$ cat src/rtl/alu_seq.sv
// alu_seq: sequencer that runs one 8-bit op at a time on an external shared ALU
// Ports:
//    clk, rst                       clock, asynchronous active-high reset
//    req_valid/req_ready            request handshake; req_op, req_a, req_b captured on accept
//    resp_valid/resp_ready          response handshake; res_lo, res_hi, res_flag, res_err held in DONE
//    alu_a, alu_b, alu_ctrl         drive to the shared ALU (zero outside EXEC/MUL)
//    alu_out, alu_cout              results returned by the shared ALU
// Macro ALU_SEQ_MUL_EN enables op 6 (8x8 shift-add multiply); without it op 6 is illegal.
module alu_seq (
   input  logic       clk,
   input  logic       rst,
   input  logic       req_valid,
   output logic       req_ready,
   input  logic [2:0] req_op,
   input  logic [7:0] req_a,
   input  logic [7:0] req_b,
   output logic       resp_valid,
   input  logic       resp_ready,
   output logic [7:0] res_lo,
   output logic [7:0] res_hi,
   output logic       res_flag,
   output logic       res_err,
   output logic [7:0] alu_a,
   output logic [7:0] alu_b,
   output logic [2:0] alu_ctrl,
   input  logic [7:0] alu_out,
   input  logic       alu_cout
);
   typedef enum logic [1:0] {
      IDLE, EXEC, DONE
`ifdef ALU_SEQ_MUL_EN
      , MUL
`endif
   } state_t;
   state_t     state_q;
   logic [2:0] op_q;
   logic [7:0] a_q, b_q, res_lo_q, res_hi_q;
   logic       res_flag_q, res_err_q, resp_valid_q, illegal;
`ifdef ALU_SEQ_MUL_EN
   logic [7:0]  hi_q, lo_q;
   logic [2:0]  cnt_q;
   logic [15:0] mul_d;
   // {hi,lo} <= {cout,out,lo} >> 1, keeping the low 16 bits
   assign mul_d = {alu_cout, alu_out, lo_q[7:1]};
   assign illegal = req_op == 3'd7;
`else
   assign illegal = req_op[2:1] == 2'b11;
`endif
   assign req_ready = state_q == IDLE && !rst;
   assign resp_valid = resp_valid_q;
   assign res_lo = res_lo_q;
   assign res_hi = res_hi_q;
   assign res_flag = res_flag_q;
   assign res_err = res_err_q;
   always_comb begin
      alu_a = '0;
      alu_b = '0;
      alu_ctrl = '0;
      if (state_q == EXEC) begin
         alu_a = a_q;
         alu_b = b_q;
         alu_ctrl = op_q;
      end
`ifdef ALU_SEQ_MUL_EN
      if (state_q == MUL) begin
         alu_a = hi_q;
         alu_b = lo_q[0] ? a_q : '0;
      end
`endif
   end
   always_ff @(posedge clk or posedge rst) begin
      if (rst) begin
         state_q <= IDLE;
         op_q <= '0;
         a_q <= '0;
         b_q <= '0;
         res_lo_q <= '0;
         res_hi_q <= '0;
         res_flag_q <= 1'b0;
         res_err_q <= 1'b0;
         resp_valid_q <= 1'b0;
`ifdef ALU_SEQ_MUL_EN
         hi_q <= '0;
         lo_q <= '0;
         cnt_q <= '0;
`endif
      end else begin
         case (state_q)
            IDLE: if (req_valid) begin
               op_q <= req_op;
               a_q <= req_a;
               b_q <= req_b;
               if (illegal) begin
                  res_lo_q <= '0;
                  res_hi_q <= '0;
                  res_flag_q <= 1'b0;
                  res_err_q <= 1'b1;
                  resp_valid_q <= 1'b1;
                  state_q <= DONE;
               end
`ifdef ALU_SEQ_MUL_EN
               else if (req_op == 3'd6) begin
                  hi_q <= '0;
                  lo_q <= req_b;
                  cnt_q <= '0;
                  state_q <= MUL;
               end
`endif
               else state_q <= EXEC;
            end
            EXEC: begin
               res_lo_q <= alu_out;
               res_hi_q <= '0;
               // carry only meaningful for ADD/SUB (SUB: 1 = no borrow)
               res_flag_q <= op_q[2:1] == 2'b00 && alu_cout;
               res_err_q <= 1'b0;
               resp_valid_q <= 1'b1;
               state_q <= DONE;
            end
`ifdef ALU_SEQ_MUL_EN
            MUL: begin
               hi_q <= mul_d[15:8];
               lo_q <= mul_d[7:0];
               cnt_q <= cnt_q + 3'd1;
               if (cnt_q == 3'd7) begin
                  res_hi_q <= mul_d[15:8];
                  res_lo_q <= mul_d[7:0];
                  res_flag_q <= |mul_d[15:8];
                  res_err_q <= 1'b0;
                  resp_valid_q <= 1'b1;
                  state_q <= DONE;
               end
            end
`endif
            DONE: if (resp_ready) begin
               resp_valid_q <= 1'b0;
               state_q <= IDLE;
            end
            default: state_q <= IDLE;
         endcase
      end
   end
endmodule

$ cat config.mk
export PLATFORM = sky130hd
export DESIGN_NAME = alu_seq
export DESIGN_NICKNAME = d
export VERILOG_FILES = /design/src/rtl/alu_seq.sv
export SDC_FILE = /design/constraint.sdc
export NUM_CORES = 1
export LEC_CHECK = 0
export ABC_AREA = 1
export BUFFER_PORTS_ARGS = -buffer_cell sky130_fd_sc_hd__clkbuf_2
export CAP_MARGIN = 20
export CORE_MARGIN = 2
export CORE_UTILIZATION = 41
export DETAILED_ROUTE_END_ITERATION = 10
export PLACE_DENSITY = 0.8
export SYNTH_ARGS = -nofsm -noshare
export SYNTH_HDL_FRONTEND = slang
export SYNTH_SLANG_ARGS = --single-unit
$ cat constraint.sdc
create_clock -name clk -period 1.1 [get_ports clk]
set_input_delay 0.055 -clock clk [delete_from_list [all_inputs] [get_ports clk]]
set_output_delay 0.055 -clock clk [all_outputs]
set_load 0.03 [all_outputs]
# Word-level counts from Yosys, hierarchy flattened
# Index checks and enable logic that the tools add are counted.
# totals
regBits	40
input_bits	32
wordCells	45
# op_classes
eq_ne	6
n_mux	19
reduce_logical	11
# ops
operator	count
2-to-1 mux 8 bit	4
case mux 8 bit (2 select lines)	2
2-to-1 mux 2 bit	3
inequality test 2 bit, second input constant	3
case mux 2 bit (3 select lines)	1
2-to-1 mux 1 bit	5
== test 2 bit, second input constant	2
logical NOT 2 bit	2
case mux 1 bit (2 select lines)	2
AND reduction 2 bit	2
AND reduction 4 bit	1
2-to-1 mux 3 bit	1
case mux 1 bit (3 select lines)	1
AND reduction 3 bit	1
nonzero test 3 bit	1
== test 2 x 1 -> 1 bit, second input constant	1
logical AND 1 bit	2
nonzero test 2 bit	1
logical NOT 1 bit	1

# Depth between registers and ports, before layout
# depth
depth_word	4
ltp_mapped	6
ltp_nobuf	5

# Worst setup path before layout
# No wires, ideal clock.
# synth_path
path_kind	reg2out
from	register state_q[1]
to	output alu_a[0]
arrival_time_ns	1.248
setup_slack_ns	-0.203
path_stages_with_launch	5
path_buffers	1
cell_sequence	dfrtp_1 > nor2_1 > inv_2 > buf_2 > nor2_1
# synth_via
elab_chain_len	2
# synth_rtl
element	line	source
from (decl)	35	state_t state_q;
from (signal assigned)	73	state_q <= IDLE;
from (signal assigned)	99	state_q <= DONE;
from (signal assigned)	109	else state_q <= EXEC;
== test 2 x 1 -> 1 bit	59	if (state_q == EXEC) begin
2-to-1 mux 8 bit	59	
to (decl)	23	output logic [7:0] alu_a,
# No other way between the ends.

# Worst setup path after layout
# layout_path
from	register state_q[1]
to	output alu_ctrl[2]
# layout_via
elab_chain_len	2
# layout_rtl
element	line	source
== test 2 x 1 -> 1 bit	59	
2-to-1 mux 3 bit	59	
to (decl)	25	output logic [2:0] alu_ctrl,
# No other way between the ends.

==> reports/qor.csv <==
stage;metric;value;unit
sta;RSZ-0062 raised after global routing;yes;
synth;main combinational cell family by area after synthesis;simple AND/OR/NAND/NOR gates;
synth;Adder-Cell Fraction of Synth Area;0;%
route;via count;1364;
place;port bufs;62;
route;DR pass1 iterations;4;
synth;post-synthesis instance total;174;
clock_network;Num CTS Buffers;5;
sta;period utilisation layout;124;%
route;Final ANT Viol Nets;0;
setup_path;Startpoint Class;flip-flop;
global_routing;initial antenna violation count;0;
floorplanning;Rows;22;
floorplanning;Die Width;64.8;um
run_status;violated checks;setup timing;
setup_path;Largest stage delay, worst path;0.43;ns
synth;synth unique cells;18;
setup_path;Worst Path Required;1.04;ns
sta;Final Slew Violations;0;
synth;Post-synth EDFFs;0;
clock_network;Skew-Pair Late Insertion Delay;0.27;ns
route;Via density;4.41;
clock_network;CTS root buf;clkbuf_8;
global_routing;gr ovfl total;0;
setup_path;CP startpoint;state_q[1]$_DFFE_PP0P_;
hold_path;hold crit path type;primary input to flip-flop;
place;Placed Cells;288;
setup_path;CP Max Fanout;7;
synth;XOR/XNOR Fraction of Synth Area;0;%
run_status;outcome;finished, violations left;
global_routing;vias in the first global route;1324;
final_layout;antenna diode count;0;
place;dpl cell area;2000;um2
power;P per Cell Area;2960;nW/um2
synth;ys flop type;dfrtp_1;
hold_path;worst hold path startpoint;alu_out[0];
power;static leakage;1.36;nW
place;Final GP Congestion;0.759;
route;aggregate routed wire length;3.92;mm
clock_network;Clock Tree Buf Depth;2;
setup_path;delay-heaviest family, CP;flip-flops;
sta;final worst setup slack;-0.263;ns
floorplanning;Die Y;64.8;um
synth;simple-gate share of the synthesized area;21.1;%
route;DRC marker count from the first detailed-route iteration;28;
floorplanning;Boundary Pins;71;
setup_path;worst r2r src;state_q[1]$_DFFE_PP0P_;
final_layout;layout cells sized above 1;59.4;%
clock_network;clock tree sinks;32;
clock_network;TritonCTS clock tree;done;
sta;Hold Fails Final Rpt;0;
clock_network;clock-pin slew on the worst setup and hold paths;0.06;ns
setup_path;CP endpoint kind;output port;
place;detailed placement HPWL;2.37;mm
floorplanning;core area;3610;um2
floorplanning;Initial Util;42.0;%
global_routing;first-pass GRT wire length;5.97;mm
synth;fraction of registers with async set/reset;100;%
sta;fmax;0.733;GHz
final_layout;Post-layout nets;293;
synth;Yosys Warn Count;0;
setup_path;FF-to-FF path depth;6;
setup_path;Worst path depth;5;
final_layout;post-layout util;74.7;%
sta;final setup violation count;52;
floorplanning;Die Area;4200;um2
global_routing;largest net degree at the start of global routing;23;
synth;flops & latches, synth;32;
clock_network;CTS H-tree lvls;2;
synth;mux cell area share after synthesis;0;%
sta;Worst Skew;0.00285;ns
setup_path;CP max-delay cell;dfrtp_1;
route;Wirelength per Cell;12.7;um
setup_path;Worst EP arrival;1.31;ns
setup_path;Worst Path Buf+Inv;3;
flow_run;Max-cap violations;0;
setup_path;path type of the worst setup path;flip-flop to output port;
sta;crit path time final;1.36;ns
route;DRC Markers;0;
synth;complex-gate fraction of the synthesized area;12.0;%
setup_path;cell mode on critical path;nor2_4;
global_routing;gr usage total;18.7;%
synth;Avg Synthesized Cell Area;8.71;um2
final_layout;P&R area growth vs syn;77.9;%
final_layout;non-filler cells, final;309;
final_layout;design area;2700;um2
synth;Post-Synthesis Cell Area;1520;um2
synth;register area share after synthesis;52.8;%
hold_path;WHS Path Cells;3;
setup_path;cell chain of the critical path;nor2_4, inv_4, buf_12, nor2_4, buf_6;
power;Worst VDD drop;1.56;mV
==> path summary, 6_finish.rpt <==
path                            slack [ns]               endpoint
worst max-delay path                 -0.26            alu_ctrl[2]
worst min-delay path                 0.003  res_lo[0]$_DFFE_PP0P_
worst max register to register       -0.25     b_q[5]$_DFFE_PP0P_
worst min register to register        0.45   res_flag$_DFFE_PP0P_
max in group asynchronous             0.47     a_q[4]$_DFFE_PP0P_
min in group asynchronous             0.36     b_q[5]$_DFFE_PP0P_
==> repair_timing <==
| item | CTS | global route |
|---|---|---|
| gates cloned | 1 | 3 |
| hold buffers | 7 | 0 |
| hold endpoints to repair | 38 | 0 |
| setup endpoints to repair | 51 | 52 |
| pin swaps | 3 | 8 |
| setup buffers | 2 | 1 |
| resized for setup | 44 | 85 |
==> flip-flops by register name, summed over array words and instances (netlist names) <==
name	cells
res_err	1
res_flag	1
op_q	3
state_q	2
res_lo	8
a_q	8
resp_valid	1
b_q	8
==> layout make-up <==
| cell class | instances | area [um2] |
|---|---|---|
| inverters | 24 | 92.6 |
| repair buffers | 87 | 812 |
| flip-flops and latches | 32 | 801 |
| well taps | 48 | 60.1 |
| clock buffers | 7 | 96.3 |
| multi-input cells | 111 | 833 |
| fillers | 249 | 911 |
==> metal layers <==
metal	GRT usage, %	vias to the layer above	wire length, um
met3	3.99	8	151
met5	0	-	0
met1	21.7	629	1550
met2	32.3	45	2120
li1	-	682	-
met4	9.84	0	93
==> worst reg2reg max path: cells and delay by family (launching register included) <==
kind / cells / cell delay, ns
flip-flops: 1 / 0.43
buffers and inverters: 2 / 0.36
AND/OR/NAND/NOR: 3 / 0.42
AO/OA/AOI/OAI: 1 / 0.04
==> synth_stat cells (2+ instances only) <==
| library cell | count | area [um2] |
|---|---|---|
| nor2_1 | 39 | 146 |
| nand2_1 | 34 | 128 |
| buf_6 | 3 | 33.8 |
| inv_1 | 23 | 86.3 |
| nor2_2 | 2 | 12.5 |
| buf_2 | 2 | 10.0 |
| a21oi_2 | 19 | 166 |
| dfrtp_1 | 32 | 801 |
| buf_4 | 10 | 75.1 |
| o21ai_0 | 2 | 10.0 |
==> report_power, final <==
part	total [mW]	internal, mW	switching, mW
clock network	0.940	0.556	0.384
logic	5.08	2.07	3.01
registers	1.96	1.73	0.232
==> kinds of logic (layout without fill, tap and decap cells) <==
family,after synthesis,after routing
buf+inv,39,118
other cells,1,8
flops,32,32
simple gates,80,81
compound gates,22,22
==> through the flow <==
step	hold slack [ns]	setup WS (ns)	power (mW)	TNS [ns]
floorplan	0.171	-0.0256	4.63	-0.256
global placement	0.0715	-0.0510	5.43	-1.36
detailed placement	0.0676	-0.0923	5.51	-3.29
CTS	0.0000313	-0.259	6.99	-10.12
global route	0.0114	-0.323	8.50	-13.59
finish	0.00346	-0.263	7.98	-10.36
==> cell usage in the layout, fill, tap and decap left out, drive strengths merged, types with 3 or more instances in the layout <==
| master | netlist | final |
|---|---|---|
| clkbuf | 0 | 53 |
| a21oi | 19 | 19 |
| conb | 1 | 8 |
| nand2 | 35 | 35 |
| dlygate4sd3 | 0 | 7 |
| inv | 24 | 24 |
| o21ai | 3 | 3 |
| nor2 | 41 | 41 |
| dfrtp | 32 | 32 |
| nand3 | 2 | 3 |
| buf | 15 | 34 |
No activity file was read; power rests on OpenSTA's default activity.
